[src/rtl/apb_pkg.sv]
// Shared types and constants for the APB master and its wait timer.
package apb_pkg;

   localparam int unsigned DATA_W      = 8;
   localparam int unsigned ADDR_W      = 8;
   localparam int unsigned TIMEOUT_DEF = 16;

   typedef enum logic [1:0] {
      IDLE   = 2'd0,
      SETUP  = 2'd1,
      ACCESS = 2'd2,
      RESP   = 2'd3
   } apb_state_e;

endpackage

[src/rtl/apb_wait_timer.sv]
// Counts ACCESS cycles spent waiting on pready; flags the cycle that hits TIMEOUT.
module apb_wait_timer
   import apb_pkg::*;
#(
   parameter int unsigned TIMEOUT = TIMEOUT_DEF
) (
   input  logic pclk,
   input  logic preset,
   input  logic clear,
   input  logic enable,
   output logic expired
);

   localparam logic [7:0] LAST = 8'(TIMEOUT - 1);

   logic [7:0] count_q, count_d;

   // count_q holds the waited cycles already completed, so the current waiting
   // cycle is number count_q+1 and aborts when that equals TIMEOUT.
   assign expired = enable && (count_q == LAST);

   always_comb begin
      count_d = count_q;
      if (clear)
         count_d = '0;
      else if (enable && count_q != 8'hFF)
         count_d = count_q + 8'd1;
   end

   always_ff @(posedge pclk or posedge preset) begin
      if (preset) count_q <= '0;
      else        count_q <= count_d;
   end

endmodule

[src/rtl/apb_master.sv]
// Single-outstanding APB master: one command in, one APB transfer, one response out.
module apb_master
   import apb_pkg::*;
#(
   parameter int unsigned TIMEOUT = TIMEOUT_DEF
) (
   input  logic              pclk,
   input  logic              preset,
   input  logic              cmd_valid,
   output logic              cmd_ready,
   input  logic              cmd_write,
   input  logic [ADDR_W-1:0] cmd_addr,
   input  logic [DATA_W-1:0] cmd_wdata,
   input  logic [7:0]        cmd_wait,
   output logic              rsp_valid,
   input  logic              rsp_ready,
   output logic [DATA_W-1:0] rsp_rdata,
   output logic              rsp_err,
   output logic              rsp_timeout,
   output logic              psel,
   output logic              penable,
   output logic              pwrite,
   output logic [ADDR_W-1:0] paddr,
   output logic [DATA_W-1:0] pwdata,
   output logic [7:0]        wait_count,
   input  logic [DATA_W-1:0] prdata,
   input  logic              pready,
   input  logic              pslverr
);

   apb_state_e        state_q;
   logic              psel_q, penable_q, pwrite_q;
   logic [ADDR_W-1:0] paddr_q;
   logic [DATA_W-1:0] pwdata_q, rdata_q;
   logic [7:0]        wait_q;
   logic              rsp_valid_q, err_q, tmo_q;
   logic              accept, expired;

   assign cmd_ready = (state_q == IDLE);
   assign accept    = cmd_valid && cmd_ready;

   apb_wait_timer #(.TIMEOUT(TIMEOUT)) u_timer (
      .pclk    (pclk),
      .preset  (preset),
      .clear   (accept),
      .enable  ((state_q == ACCESS) && !pready),
      .expired (expired)
   );

   always_ff @(posedge pclk or posedge preset) begin
      if (preset) begin
         state_q     <= IDLE;
         psel_q      <= 1'b0;
         penable_q   <= 1'b0;
         pwrite_q    <= 1'b0;
         paddr_q     <= '0;
         pwdata_q    <= '0;
         wait_q      <= '0;
         rsp_valid_q <= 1'b0;
         rdata_q     <= '0;
         err_q       <= 1'b0;
         tmo_q       <= 1'b0;
      end else begin
         case (state_q)
            IDLE: if (cmd_valid) begin
               pwrite_q <= cmd_write;
               paddr_q  <= cmd_addr;
               pwdata_q <= cmd_wdata;
               wait_q   <= cmd_wait;
               psel_q   <= 1'b1;
               state_q  <= SETUP;
            end
            SETUP: begin
               penable_q <= 1'b1;
               state_q   <= ACCESS;
            end
            ACCESS: begin
               // pready wins over a timeout landing on the same edge
               if (pready) begin
                  psel_q      <= 1'b0;
                  penable_q   <= 1'b0;
                  rdata_q     <= pwrite_q ? '0 : prdata;
                  err_q       <= pslverr;
                  tmo_q       <= 1'b0;
                  rsp_valid_q <= 1'b1;
                  state_q     <= RESP;
               end else if (expired) begin
                  psel_q      <= 1'b0;
                  penable_q   <= 1'b0;
                  rdata_q     <= '0;
                  err_q       <= 1'b1;
                  tmo_q       <= 1'b1;
                  rsp_valid_q <= 1'b1;
                  state_q     <= RESP;
               end
            end
            RESP: if (rsp_ready) begin
               rsp_valid_q <= 1'b0;
               state_q     <= IDLE;
            end
            default: state_q <= IDLE;
         endcase
      end
   end

   assign psel        = psel_q;
   assign penable     = penable_q;
   assign pwrite      = pwrite_q;
   assign paddr       = paddr_q;
   assign pwdata      = pwdata_q;
   assign wait_count  = wait_q;
   assign rsp_valid   = rsp_valid_q;
   assign rsp_rdata   = rdata_q;
   assign rsp_err     = err_q;
   assign rsp_timeout = tmo_q;

endmodule

[config.mk]
export PLATFORM = sky130hd
export DESIGN_NAME = apb_master
export DESIGN_NICKNAME = d
export VERILOG_FILES = /design/src/rtl/apb_pkg.sv /design/src/rtl/apb_wait_timer.sv /design/src/rtl/apb_master.sv
export SDC_FILE = /design/constraint.sdc
export NUM_CORES = 1
export LEC_CHECK = 0
export BUFFER_PORTS_ARGS = -buffer_cell sky130_fd_sc_hd__clkbuf_2
export CELL_PAD_IN_SITES_DETAIL_PLACEMENT = 1
export CELL_PAD_IN_SITES_GLOBAL_PLACEMENT = 1
export CORE_UTILIZATION = 38
export CTS_CLUSTER_DIAMETER = 40
export CTS_CLUSTER_SIZE = 20
export DETAILED_ROUTE_END_ITERATION = 8
export PLACE_DENSITY_LB_ADDON = 0.1
export SYNTH_ARGS = -nofsm -noshare
export SYNTH_HDL_FRONTEND = slang
export SYNTH_SLANG_ARGS = --single-unit
[constraint.sdc]
create_clock -name pclk -period 4.4 [get_ports pclk]
set_input_delay 0.88 -clock pclk [delete_from_list [all_inputs] [get_ports pclk]]
set_output_delay 0.88 -clock pclk [all_outputs]
set_load 0.05 [all_outputs]
-- Yosys cells after proc, flatten, opt, wreduce, memory -nomap -nowiden
Cells that the tools add are included.
- bits in registers: 48
- bits of input ports: 39
- output and inout port bits: 39
- add/sub/neg operators: 1
- equality and inequality tests: 8
- muxes and demuxes: 21
- reduce and logical (&&, ||, !) cells: 17
- operator list (cell ; number):
    2-to-1 mux 8 bit ; 5
    nonzero test 2 bit ; 5
    AND reduction 3 bit ; 3
    adder 8 x 1 -> 8 bit (second input constant) ; 1
    == test 8 x 4 -> 1 bit (second input constant) ; 1
    2-to-1 mux 1 bit ; 8
    2-to-1 mux 2 bit ; 4
    inequality test 8 bit (second input constant) ; 1
    case mux 2 bit (4 select lines) ; 1
    case mux 1 bit (2 select lines) ; 3
    AND reduction 2 bit ; 3
    == test 2 bit (second input constant) ; 2
    logical AND 1 bit ; 4
    inequality test 2 bit (second input constant) ; 2
    inequality test 3 bit (second input constant) ; 1
    == test 2 x 1 -> 1 bit (second input constant) ; 1
    logical NOT 2 bit ; 1
    logical NOT 1 bit ; 1

-- Longest topological paths before layout
Gate-level depths: netlist (run 1).
- depth after elaboration: 6
- depth in mapped cells: 7
- mapped depth without buffers: 6

-- Cells and area by module
A second synthesis (run 1) with hierarchy kept.
- cell total of the unflattened synthesis: 175
- area total of the unflattened synthesis: 2123.3 um2
- by module, submodules not included (module ; times used ; cells an instance ; area each (um2)):
    apb_master ; 1 ; 128 ; 1634.1
    apb_wait_timer ; 1 ; 47 ; 489.2

-- Worst setup path before layout (run 1)
No wires, ideal clock.
- kind: register to output
- start: reg state_q[0]
- end: out cmd_ready
- arrival time: 949 ps
- data required time: 3520 ps
- setup slack: 2571 ps
- cell stages (with the launch flop): 3
- path through: dfrtp_1 inv_1 ha_1
- longest elaborated chain between the ends: 1
- RTL lines (element ; line ; source):
    start: declaration ; apb_master.sv:31 ; apb_state_e state_q;
    start signal: assignment ; apb_master.sv:52 ; state_q <= IDLE;
    start signal: assignment ; apb_master.sv:71 ; state_q <= SETUP;
    start signal: assignment ; apb_master.sv:75 ; state_q <= ACCESS;
    logical NOT 2 bit ; apb_master.sv:39 ; assign cmd_ready = (state_q == IDLE);
    end: declaration ; apb_master.sv:10 ; output logic cmd_ready,
Every way passes these cells.

-- Worst setup path after layout (run 1)
- start: reg state_q[1]
- end: out cmd_ready
Same word-level chain as after synthesis.

==> impl_metrics.sql, run 1 <==
INSERT INTO impl_metrics (metric_group, metric, value, unit) VALUES
('sta', 'clock_skew', '0.0130', 'ns'),
('synth', 'synth_edf_count', '0', ''),
('synth', 'synthesis.area', '2020', 'µm²'),
('worst_setup_path', 'largest_fanout_on_the_critical_path', '5', ''),
('worst_setup_path', 'critPathCaptureType', 'output pin', ''),
('floorplanning', 'floorplan.die.height', '75.0', 'µm'),
('power', 'power.density', '869', 'nW/µm²'),
('place', 'detailed_placement_wirelength_estimate', '3440', 'µm'),
('clock_network', 'cts_made_buffers', '5', ''),
('status', 'outcome', 'completed', ''),
('place', 'gp_congestion', '0.686', ''),
('grt', 'grt_first_pass_wirelength', '8180', 'µm'),
('drt', 'drt-wirelength-per-cell', '13.6', 'µm'),
('power', 'vdd.ir_drop.worst', '449', 'µV'),
('sta', 'min_period_over_period', '50.7', '%'),
('place', 'port_buffers', '77', ''),
('drt', 'first_pass_iters', '4', ''),
('sta', 'maxSlewHeadroom', '33.4', '%'),
('worst_setup_path', 'setup.reg_to_reg.worst_slack', '2.34', 'ns'),
('synth', 'synth.ff_latch_count', '48', ''),
('synth', 'asyncSetResetFlopFracSynth', '100', '%'),
('clock_network', 'clock_latency_reported_for_the_late_side_of_the_worst_skew_pair', '0.30', 'ns'),
('synth', 'synth.top_cells.by_area', 'sky130_fd_sc_hd__dfrtp_1, sky130_fd_sc_hd__nand2_1, sky130_fd_sc_hd__a22o_1, sky130_fd_sc_hd__ha_1, sky130_fd_sc_hd__nor2_1', ''),
('floorplanning', 'die_area', '5620', 'µm²'),
('floorplanning', 'initial_core_util', '39.6', '%'),
('drt', 'detailedRoute.firstIterationViolations', '65', ''),
('grt', 'antenna_found_initial', '0', ''),
('layout', 'area_growth_syn_to_layout', '30.1', '%'),
('worst_setup_path', 'ff2ff_path_depth', '6', ''),
('sta', 'hold_violations', '0', ''),
('grt', 'busiest_layer', 'met2', ''),
('grt', 'gr-usage-met3', '6.02', '%'),
('synth', 'syn_avg_cell_area', '9.59', 'µm²'),
('job', 'cap_violations', '0', ''),
('drt', 'drt_drc_violations_left', '0', ''),
('grt', 'global_route.overflow_total', '0', ''),
('sta', 'min_period', '2.23', 'ns'),
('worst_setup_path', 'critical_path.slowest_cell', 'sky130_fd_sc_hd__dfrtp_1', ''),
('sta', 'tns', '0', 'ns'),
('sta', 'final_max_slew_violation_count', '0', ''),
('hold_path', 'holdCritPathClass', 'register to register', ''),
('clock_network', 'tritoncts', 'built', ''),
('power', 'power.total', '0.00229', 'W'),
('drt', 'totalWireLength', '4880', 'µm'),
('layout', 'drive_above_1_share', '30.8', '%'),
('worst_setup_path', 'worst-endpoint-required', '3.52', 'ns'),
('layout', 'nets', '331', ''),
('grt', 'grt.met2_usage', '33.1', '%'),
('floorplanning', 'placeableCoreArea', '5110', 'µm²'),
('drt', 'viasPerCell', '4.77', ''),
('drt', 'drt.antenna.violating_nets', '0', ''),
('grt', 'grt_util_met1', '24.4', '%'),
('clock_network', 'clk_pin_slew', '0.10', 'ns'),
('worst_setup_path', 'worst-setup-path-type', 'register to output pin', ''),
('sta', 'unrepaired_setup_endpoints_after_global_routing', 'no', ''),
('worst_setup_path', 'critical_path.reg2reg.endpoint', 'u_timer.count_q[3]$_DFFE_PP0P_', ''),
('worst_setup_path', 'cp-endpoint', 'cmd_ready', ''),
('floorplanning', 'io_pins', '78', ''),
('synth', 'ys_types', '32', ''),
('power', 'leakage_power', '1.43', 'nW'),
('grt', 'globalRouteTotalUtil', '19.6', '%'),
('synth', 'yosysMostFrequentCell', 'sky130_fd_sc_hd__nand2_1', ''),
('clock_network', 'cts_htree_levels', '2', ''),
('clock_network', 'post_cts_hold_buffer_count', '0', ''),
('synth', 'synth-seq-area-share', '59.3', '%'),
('floorplanning', 'die_width', '75.0', 'µm'),
('synth', 'synth_warnings', '0', ''),
('drt', 'route.vias.total', '1712', ''),
('grt', 'maximum_number_of_pins_on_one_net_before_global_route_repair', '49', ''),
('worst_setup_path', 'worstPathCellList', 'inv_1, ha_1, clkbuf_2', ''),
('sta', 'finalSetupViolCount', '0', '');
[metrics by stage]
step / worst slack (ns) / hold slack (ns) / util, % / std cells / area (µm²)
after CTS: 2.15 / 0.484 / 51.6 / 359 / 2630
after global routing: 2.06 / 0.509 / 51.6 / 359 / 2630
after global placement: 2.18 / 0.459 / 48.5 / 351 / 2470
final: 2.17 / 0.477 / 51.6 / 359 / 2630
after floorplan: 2.38 / 0.500 / - / 211 / 2020
after detailed placement: 2.16 / 0.463 / 48.5 / 351 / 2470
[cell usage in the layout (no fill, tap or decap), types with 2 or more instances in the layout]
| master | netlist | final |
|---|---|---|
| sky130_fd_sc_hd__dfrtp_1 | 48 | 48 |
| sky130_fd_sc_hd__nor2b_1 | 3 | 3 |
| sky130_fd_sc_hd__nand2_1 | 81 | 81 |
| sky130_fd_sc_hd__nor3b_1 | 2 | 2 |
| sky130_fd_sc_hd__xor2_1 | 2 | 2 |
| sky130_fd_sc_hd__o21ai_0 | 6 | 6 |
| sky130_fd_sc_hd__a22o_1 | 8 | 8 |
| sky130_fd_sc_hd__nor2_1 | 11 | 11 |
| sky130_fd_sc_hd__ha_1 | 4 | 4 |
| sky130_fd_sc_hd__a31oi_1 | 3 | 3 |
| sky130_fd_sc_hd__a21oi_1 | 3 | 3 |
| sky130_fd_sc_hd__mux2i_1 | 2 | 2 |
| sky130_fd_sc_hd__nand3_1 | 7 | 7 |
| sky130_fd_sc_hd__bufinv_16 | 0 | 3 |
| sky130_fd_sc_hd__inv_1 | 4 | 3 |
| sky130_fd_sc_hd__clkbuf_2 | 0 | 77 |
| sky130_fd_sc_hd__nor3_1 | 2 | 2 |
| sky130_fd_sc_hd__clkbuf_8 | 0 | 5 |
| sky130_fd_sc_hd__o211ai_1 | 2 | 2 |
[layout make-up]
class	count	area [µm²]
repair buffers	78	393
flip-flops and latches	48	1200
multi-input cells	151	778
inverters	4	15.0
clock inverters	3	90.1
well taps	70	87.6
fillers	630	2470
clock buffers	5	68.8
[state kept, by name (all words and copies together), names as in the netlist]
name	count
rsp_timeout	1
pwdata	8
paddr	8
penable	1
rsp_err	1
u_timer.count_q	8
rsp_valid	1
pwrite	1
rsp_rdata	8
state_q	2
psel	1
wait_count	8
[cell families after synthesis]
kind of cell               count (synthesis)  share of synthesized area [%]
AOI/OAI and AO/OA                         30                           10.6
buffers and inverters                     12                           2.22
muxes                                      2                          0.989
adders and majority gates                  4                           2.47
xor gates and xnor gates                   2                          0.865
and+or+nand+nor                          113                           23.5
DFF                                       48                           59.3
[worst min path at each step]
stage | from | endpoint | slack (ns) | depth (start not counted)
after floorplan | state_q[0]$_DFFE_PP0P_ | state_q[0]$_DFFE_PP0P_ | 0.50 | 1
after global placement | pwdata[5]$_DFFE_PP0P_ | pwdata[5]$_DFFE_PP0P_ | 0.46 | 2
after detailed placement | wait_count[2]$_DFFE_PP0P_ | wait_count[2]$_DFFE_PP0P_ | 0.46 | 2
after CTS | wait_count[2]$_DFFE_PP0P_ | wait_count[2]$_DFFE_PP0P_ | 0.48 | 2
after global routing | paddr[3]$_DFFE_PP0P_ | paddr[3]$_DFFE_PP0P_ | 0.51 | 2
final | wait_count[2]$_DFFE_PP0P_ | wait_count[2]$_DFFE_PP0P_ | 0.48 | 2
[critical path, delay by kind of cell, from the launching register on]
family     cells  cell delay, ns
flops          1            0.42
buf+inv        2            0.40
fa+ha+maj      1            0.23
[per-layer routing]
metal | routed length [µm] | vias up
li1 | - | 848
met1 | 2150 | 815
met2 | 2400 | 42
met3 | 280 | 7
met4 | 51 | 0
met5 | 0 | -
[power by group]
part	switching, W	internal, W
Combinational	0.000864	0.000265
Sequential	0.000108	0.000617
Clock	0.000151	0.000284
(Power assumes the default switching activity.)
==> inputs of run 2 (changes only) <==
--- a/config.mk
+++ b/config.mk
@@ -5,10 +5,11 @@
 export SDC_FILE = /design/constraint.sdc
 export NUM_CORES = 1
 export LEC_CHECK = 0
+export ABC_AREA = 1
 export BUFFER_PORTS_ARGS = -buffer_cell sky130_fd_sc_hd__clkbuf_2
 export CELL_PAD_IN_SITES_DETAIL_PLACEMENT = 1
 export CELL_PAD_IN_SITES_GLOBAL_PLACEMENT = 1
-export CORE_UTILIZATION = 38
+export CORE_UTILIZATION = 32
 export CTS_CLUSTER_DIAMETER = 40
 export CTS_CLUSTER_SIZE = 20
 export DETAILED_ROUTE_END_ITERATION = 8
==> constraint.sdc (replaced) <==
create_clock -name pclk -period 1.8 [get_ports pclk]
set_input_delay 0.36 -clock pclk [delete_from_list [all_inputs] [get_ports pclk]]
set_output_delay 0.36 -clock pclk [all_outputs]
set_load 0.05 [all_outputs]
==> impl_metrics.sql, run 2 <==
INSERT INTO impl_metrics (metric_group, metric, value, unit) VALUES
('worst_setup_path', 'critical_path.slowest_cell', 'sky130_fd_sc_hd__dfrtp_1', ''),
('power', 'comb_power_share', '55.5', '%'),
('worst_setup_path', 'critPathCaptureType', 'output pin', ''),
('power', 'share_clk_of_total_power', '12.5', '%'),
('synth', 'synth_top_area_share', '55.4', '%'),
('sta', 'setup_slack', '0.143', 'ns'),
('clock_network', 'cts_made_buffers', '5', ''),
('place', 'worst_setup_timing_slack_at_the_placement_stage', '0.143', 'ns'),
('clock_network', 'tritoncts', 'built', ''),
('grt', 'grt_first_pass_wirelength', '9600', 'µm'),
('sta', 'tns', '0', 'ns'),
('floorplanning', 'die_width', '84.3', 'µm'),
('synth', 'yosysMostFrequentCell', 'sky130_fd_sc_hd__nand2_1', ''),
('grt', 'first_global_vias', '2073', ''),
('sta', 'maxSlewHeadroom', '72.8', '%'),
('floorplanning', 'io_pins', '78', ''),
('drt', 'viasPerCell', '4.67', ''),
('synth', 'netlist_instances', '262', ''),
('sta', 'final_max_slew_violation_count', '0', ''),
('layout', 'nets', '387', ''),
('drt', 'totalWireLength', '5440', 'µm'),
('sta', 'unrepaired_setup_endpoints_after_global_routing', 'no', ''),
('power', 'switchingPower', '0.00299', 'W'),
('synth', 'main_flop_type_after_synthesis', 'sky130_fd_sc_hd__dfrtp_1', ''),
('floorplanning', 'placeableCoreArea', '6460', 'µm²'),
('synth', 'asyncSetResetFlopFracSynth', '100', '%'),
('power', 'power.internal', '0.00255', 'W'),
('synth', 'synth_common_cells', 'sky130_fd_sc_hd__nand2_1, sky130_fd_sc_hd__dfrtp_1, sky130_fd_sc_hd__nand3_1', ''),
('worst_setup_path', 'crit_cells', '3', ''),
('layout', 'drive_above_1_share', '31.0', '%'),
('floorplanning', 'die_area', '7100', 'µm²'),
('worst_setup_path', 'startpoint_of_the_lowest_slack_register_to_register_path', 'state_q[0]$_DFFE_PP0P_', ''),
('drt', 'first_pass_iters', '8', ''),
('worst_setup_path', 'critPathTopFamily', 'flip-flops', ''),
('worst_setup_path', 'worstPathCellList', 'inv_1, ha_1, clkbuf_2', ''),
('place', 'gp_congestion', '0.745', ''),
('sta', 'max_freq', '0.603', 'GHz'),
('clock_network', 'clk_pin_slew', '0.09', 'ns'),
('synth', 'synth.top_cells.by_area', 'sky130_fd_sc_hd__dfrtp_1, sky130_fd_sc_hd__nand2_1, sky130_fd_sc_hd__nand3_1, sky130_fd_sc_hd__nand4_1, sky130_fd_sc_hd__nor2_1', ''),
('drt', 'drt_drc_violations_left', '4', ''),
('grt', 'antenna_found_initial', '0', ''),
('grt', 'globalRouteTotalUtil', '17.1', '%'),
('worst_setup_path', 'worst-endpoint-required', '1.44', 'ns'),
('layout', 'area_growth_syn_to_layout', '27.9', '%'),
('sta', 'clock_skew', '0.00630', 'ns'),
('power', 'power.switching_fraction', '54.0', '%'),
('clock_network', 'numClockSinks', '48', ''),
('synth', 'syn_avg_cell_area', '8.27', 'µm²'),
('sta', 'finalSetupViolCount', '0', ''),
('synth', 'yosysTopAreaCell', 'sky130_fd_sc_hd__dfrtp_1', ''),
('worst_setup_path', 'largest_fanout_on_the_critical_path', '4', ''),
('grt', 'global_route.overflow_total', '0', ''),
('drt', 'route.vias.total', '1970', ''),
('hold_path', 'holdCritPathClass', 'input port to async pin', ''),
('status', 'violations', 'design-rule violations', ''),
('sta', 'worst_slew_pin_slew', '0.407', 'ns'),
('clock_network', 'cts_root_buffer', 'sky130_fd_sc_hd__clkbuf_8', ''),
('sta', 'hold_violations', '0', ''),
('worst_setup_path', 'timing.critical_path.from_type', 'register', ''),
('status', 'outcome', 'finished, violations left', ''),
('place', 'port_buffers', '77', ''),
('synth', 'synth_edf_count', '0', ''),
('power', 'leakage_power', '1.58', 'nW'),
('worst_setup_path', 'cp_slowest_stage_delay', '0.40', 'ns'),
('clock_network', 'clock_latency_reported_for_the_late_side_of_the_worst_skew_pair', '0.30', 'ns'),
('synth', 'synth-seq-area-share', '55.4', '%'),
('drt', 'drt.antenna.violating_nets', '0', ''),
('layout', 'mostFrequentLayoutCells', 'sky130_fd_sc_hd__nand2_1, sky130_fd_sc_hd__clkbuf_2, sky130_fd_sc_hd__dfrtp_1', ''),
('synth', 'synth_warnings', '0', ''),
('floorplanning', 'floorplan.die.height', '84.3', 'µm'),
('synth', 'ys_types', '24', ''),
('synth', 'synthesis.area', '2170', 'µm²'),
('worst_setup_path', 'cp_num_buf_inv', '2', ''),
('layout', 'antennaDiodeCount', '0', ''),
('worst_setup_path', 'critPathLaunch', 'state_q[0]$_DFFE_PP0P_', ''),
('grt', 'maximum_number_of_pins_on_one_net_before_global_route_repair', '49', ''),
('clock_network', 'cts_htree_levels', '2', ''),
('drt', 'drt-wirelength-per-cell', '12.9', 'µm'),
('clock_network', 'max-clock-path-buffers', '2', ''),
('job', 'cap_violations', '0', ''),
('power', 'vdd.ir_drop.worst', '826', 'µV'),
('worst_setup_path', 'worst-setup-path-type', 'register to output pin', ''),
('sta', 'min_period_over_period', '92.1', '%'),
('floorplanning', 'cell_row_count', '29', ''),
('power', 'power.share.sequential', '32.0', '%'),
('synth', 'synth.ff_latch_count', '48', ''),
('worst_setup_path', 'timing.critical_path.arrival', '1.30', 'ns'),
('sta', 'min_period', '1.66', 'ns'),
('synth', 'synth_fp_nets', '305', ''),
('layout', 'layout_commonest_cell', 'sky130_fd_sc_hd__nand2_1', ''),
('drt', 'detailedRoute.firstIterationViolations', '82', ''),
('power', 'power.density', '2000', 'nW/µm²'),
('place', 'detailed_placement_wirelength_estimate', '4120', 'µm'),
('worst_setup_path', 'ff2ff_path_depth', '9', ''),
('floorplanning', 'initial_core_util', '33.6', '%');
## run 2: cell count changes in the layout (fill, tap and decap cells not counted), moves of 4 or more
| cell | change |
|---|---|
| sky130_fd_sc_hd__buf_4 | +4 |
| sky130_fd_sc_hd__inv_1 | +8 |
| sky130_fd_sc_hd__nand2_1 | +40 |
| sky130_fd_sc_hd__nand3_1 | +10 |
| sky130_fd_sc_hd__nand2_2 | +4 |
| sky130_fd_sc_hd__nand4_1 | +11 |
| sky130_fd_sc_hd__a22o_1 | -8 |
## run 2: path summary, 6_finish.rpt
path | to | slack (ns)
max | cmd_ready | 0.14
min | paddr[3]$_DFFE_PP0P_ | 0.06
max reg2reg | u_timer.count_q[6]$_DFFE_PP0P_ | 0.24
min reg2reg | paddr[7]$_DFFE_PP0P_ | 0.49
max in group asynchronous | u_timer.count_q[6]$_DFFE_PP0P_ | 1.51
min in group pclk | paddr[7]$_DFFE_PP0P_ | 0.24
## run 2: kinds of logic after synthesis
logic type / Yosys count / share of synthesized area [%]
and+or+nand+nor: 173 / 33.7
adders and majority gates: 4 / 2.31
DFF: 48 / 55.4
xor gates and xnor gates: 2 / 0.808
buffers and inverters: 25 / 4.56
AOI/OAI and AO/OA: 10 / 3.18
## run 2: tightest hold or removal path, delay by kind of cell
family,cells,cell delay [ns]
buffers and inverters,3,0.39
## run 2: layer usage
layer  up-vias  share of wire [%]  GRT usage, %
li1        985                  -             -
met1       938                 43          19.9
met2        42                 49          29.6
met3         5                6.6          5.90
met4         0                1.3          5.64
met5         -                  0             0
## run 2: final cells by class
type,instances,area [µm²]
repair buffers,83,443
inverters,17,65.1
flip-flops and latches,48,1200
fillers,827,3690
well taps,77,96.3
multi-input cells,189,871
clock inverters,2,13.8
clock buffers,6,82.6
## run 2: power by group through the flow
stage	registers, W	clock network, W	logic [W]
final	0.00177	0.000692	0.00308
after global routing	0.00184	0.000767	0.00334
after CTS	0.00178	0.000735	0.00313
after detailed placement	0.00180	0	0.00313
after global placement	0.00178	0	0.00308
after floorplan	0.00315	0	0.000967
## run 2: through the flow
| stage | util, % | area [µm²] | hold slack [ns] | instances | total power [W] |
|---|---|---|---|---|---|
| 2_1_floorplan | - | 2170 | 0.468 | 262 | 0.00411 |
| 3_3_place_gp | 41.4 | 2670 | 0.410 | 414 | 0.00486 |
| 3_5_place_dp | 41.4 | 2670 | 0.411 | 414 | 0.00493 |
| 4_1_cts | 42.9 | 2770 | 0.0651 | 422 | 0.00565 |
| 5_1_grt | 42.9 | 2770 | 0.0697 | 422 | 0.00595 |
| 6_report | 42.9 | 2770 | 0.0561 | 422 | 0.00554 |
## run 2: what timing repair did
item / 4_1_cts / 5_1_grt
endpoints found under the setup margin: 0 / 5
buffers inserted: 0 / 0
resized for setup: 0 / 1
hold buffers: 0 / 0
==> inputs of run 3 (changes only) <==
--- a/config.mk
+++ b/config.mk
@@ -14,6 +14,7 @@
 export CTS_CLUSTER_SIZE = 20
 export DETAILED_ROUTE_END_ITERATION = 8
 export PLACE_DENSITY_LB_ADDON = 0.1
+export RECOVER_POWER = 25
 export SYNTH_ARGS = -nofsm -noshare
 export SYNTH_HDL_FRONTEND = slang
 export SYNTH_SLANG_ARGS = --single-unit
==> impl_metrics.sql, run 3 (synthesis gave the netlist of run 2 again) <==
INSERT INTO impl_metrics (metric_group, metric, value, unit) VALUES
('status', 'outcome', 'finished, violations left', ''),
('status', 'violations', 'design-rule violations', ''),
('sta', 'setup_slack', '0.140', 'ns'),
('clock_network', 'cts_root_buffer', 'sky130_fd_sc_hd__clkbuf_8', ''),
('power', 'leakage_power', '1.57', 'nW'),
('place', 'worst_setup_timing_slack_at_the_placement_stage', '0.143', 'ns'),
('worst_setup_path', 'cp_slowest_stage_delay', '0.40', 'ns'),
('grt', 'globalRouteTotalUtil', '17.1', '%'),
('layout', 'antennaDiodeCount', '0', ''),
('grt', 'maximum_number_of_pins_on_one_net_before_global_route_repair', '49', ''),
('place', 'port_buffers', '77', ''),
('floorplanning', 'floorplan.die.height', '84.3', 'µm'),
('worst_setup_path', 'timing.critical_path.from_type', 'register', ''),
('worst_setup_path', 'setup.reg_to_reg.worst_slack', '0.24', 'ns'),
('sta', 'clock_skew', '0.00572', 'ns'),
('worst_setup_path', 'startpoint_of_the_lowest_slack_register_to_register_path', 'state_q[0]$_DFFE_PP0P_', ''),
('clock_network', 'max-clock-path-buffers', '2', ''),
('worst_setup_path', 'critPathTopFamily', 'flip-flops', ''),
('worst_setup_path', 'largest_fanout_on_the_critical_path', '4', ''),
('layout', 'design_area_final', '2760', 'µm²'),
('worst_setup_path', 'critical_path.slowest_cell', 'sky130_fd_sc_hd__dfrtp_1', ''),
('worst_setup_path', 'cp_num_buf_inv', '2', ''),
('drt', 'route.vias.total', '1965', ''),
('sta', 'finalSetupViolCount', '0', ''),
('hold_path', 'whs_endpoint', 'paddr[7]$_DFFE_PP0P_', ''),
('clock_network', 'tritoncts', 'built', ''),
('sta', 'hold_violations', '0', ''),
('drt', 'viasPerCell', '4.66', ''),
('worst_setup_path', 'critical_path.reg2reg.endpoint', 'u_timer.count_q[6]$_DFFE_PP0P_', ''),
('sta', 'tns', '0', 'ns'),
('drt', 'totalWireLength', '5440', 'µm'),
('floorplanning', 'die_width', '84.3', 'µm'),
('layout', 'mostFrequentLayoutCells', 'sky130_fd_sc_hd__nand2_1, sky130_fd_sc_hd__clkbuf_2, sky130_fd_sc_hd__dfrtp_1', ''),
('worst_setup_path', 'worst-endpoint-required', '1.44', 'ns'),
('place', 'gp_congestion', '0.745', ''),
('clock_network', 'cts_made_buffers', '5', ''),
('sta', 'max_freq', '0.602', 'GHz'),
('layout', 'layout_commonest_cell', 'sky130_fd_sc_hd__nand2_1', ''),
('drt', 'detailedRoute.firstIterationViolations', '77', ''),
('hold_path', 'holdCritPathClass', 'input port to register', ''),
('sta', 'min_period_over_period', '92.2', '%'),
('sta', 'min_period', '1.66', 'ns'),
('grt', 'antenna_found_initial', '0', ''),
('sta', 'unrepaired_setup_endpoints_after_global_routing', 'no', ''),
('sta', 'final_max_slew_violation_count', '0', ''),
('power', 'vdd.ir_drop.worst', '826', 'µV'),
('clock_network', 'clock_latency_reported_for_the_late_side_of_the_worst_skew_pair', '0.30', 'ns'),
('grt', 'global_route.overflow_total', '0', ''),
('power', 'power.total', '0.00554', 'W'),
('place', 'postPlaceCellArea', '2670', 'µm²'),
('drt', 'drt.antenna.violating_nets', '0', ''),
('worst_setup_path', 'critPathCaptureType', 'output pin', ''),
('drt', 'first_pass_iters', '6', ''),
('clock_network', 'cts-resized-gates', '0', ''),
('layout', 'drive_above_1_share', '30.7', '%'),
('clock_network', 'cts_setup_buffers', '0', ''),
('hold_path', 'min_from', 'cmd_addr[7]', ''),
('sta', 'worst_slew_pin_slew', '1.21', 'ns'),
('grt', 'first_global_vias', '2073', ''),
('layout', 'area_growth_syn_to_layout', '27.3', '%'),
('clock_network', 'cts_htree_levels', '2', ''),
('floorplanning', 'cell_row_count', '29', ''),
('job', 'cap_violations', '0', ''),
('floorplanning', 'die_area', '7100', 'µm²'),
('floorplanning', 'io_pins', '78', ''),
('grt', 'grt_first_pass_wirelength', '9600', 'µm'),
('drt', 'drt_drc_violations_left', '4', ''),
('worst_setup_path', 'critPathLaunch', 'state_q[0]$_DFFE_PP0P_', ''),
('floorplanning', 'initial_core_util', '33.6', '%'),
('worst_setup_path', 'worst-setup-path-type', 'register to output pin', ''),
('sta', 'maxSlewHeadroom', '19.6', '%'),
('worst_setup_path', 'worstPathCellList', 'inv_1, ha_1, clkbuf_2', ''),
('layout', 'nets', '387', ''),
('power', 'power.density', '2010', 'nW/µm²'),
('hold_path', 'hold-path-cell-count', '3', ''),
('place', 'detailed_placement_wirelength_estimate', '4120', 'µm'),
('clock_network', 'clk_pin_slew', '0.09', 'ns'),
('worst_setup_path', 'ff2ff_path_depth', '9', ''),
('clock_network', 'numClockSinks', '48', ''),
('clock_network', 'post_cts_hold_buffer_count', '0', ''),
('floorplanning', 'placeableCoreArea', '6460', 'µm²'),
('sta', 'hold_ws', '0.242', 'ns'),
('drt', 'drt-wirelength-per-cell', '12.9', 'µm'),
('worst_setup_path', 'timing.critical_path.arrival', '1.30', 'ns');
run 3: changes by cell type in the layout (fill, tap and decap cells not counted):
cell,before,now
sky130_fd_sc_hd__clkinv_1,1,2
sky130_fd_sc_hd__clkbuf_2,77,78
sky130_fd_sc_hd__buf_12,1,0
sky130_fd_sc_hd__inv_2,4,3
run 3: per-layer routing:
layer	track usage, %	vias up	wire length, µm	part of all wire, %
met5	0	-	0	0
met1	19.9	935	2370	44
met4	5.64	0	73	1.3
met3	5.90	5	355	6.5
met2	29.6	40	2640	48
li1	-	985	-	-
run 3: power by group:
| group | total, W | internal (W) | switching (W) | leakage [nW] |
|---|---|---|---|---|
| Combinational | 0.00307 | 0.000713 | 0.00236 | 0.914 |
| Clock | 0.000693 | 0.000315 | 0.000379 | 0.0516 |
| Sequential | 0.00177 | 0.00152 | 0.000254 | 0.609 |
| Total | 0.00554 | 0.00255 | 0.00299 | 1.57 |
run 3: area by class of cell:
cell class | instances | area (µm²)
fill | 828 | 3700
clock buffer | 6 | 82.6
tap | 77 | 96.3
inverter | 17 | 65.1
multi-input combinational | 189 | 871
clock inverter | 2 | 13.8
sequential | 48 | 1200
timing repair buffer | 83 | 428
run 3: worst max path at each step:
| stage | to | depth (start not counted) |
|---|---|---|
| floorplan | paddr[0]$_DFFE_PP0P_ | 7 |
| global placement | u_timer.count_q[0]$_DFFE_PP0P_ | 6 |
| detailed placement | u_timer.count_q[6]$_DFFE_PP0P_ | 6 |
| CTS | cmd_ready | 3 |
| global route | cmd_ready | 3 |
| finish | cmd_ready | 3 |
run 3: metrics by stage:
step | cells | utilization, %
2_1_floorplan | 262 | -
5_1_grt | 422 | 42.7
4_1_cts | 422 | 42.9
3_3_place_gp | 414 | 41.4
3_5_place_dp | 414 | 41.4
6_report | 422 | 42.7
run 3: worst min-delay path: stages:
cell                       delay (ns)
sky130_fd_sc_hd__clkbuf_2        0.07
sky130_fd_sc_hd__nand2_1         0.04
sky130_fd_sc_hd__nand2_1         0.04
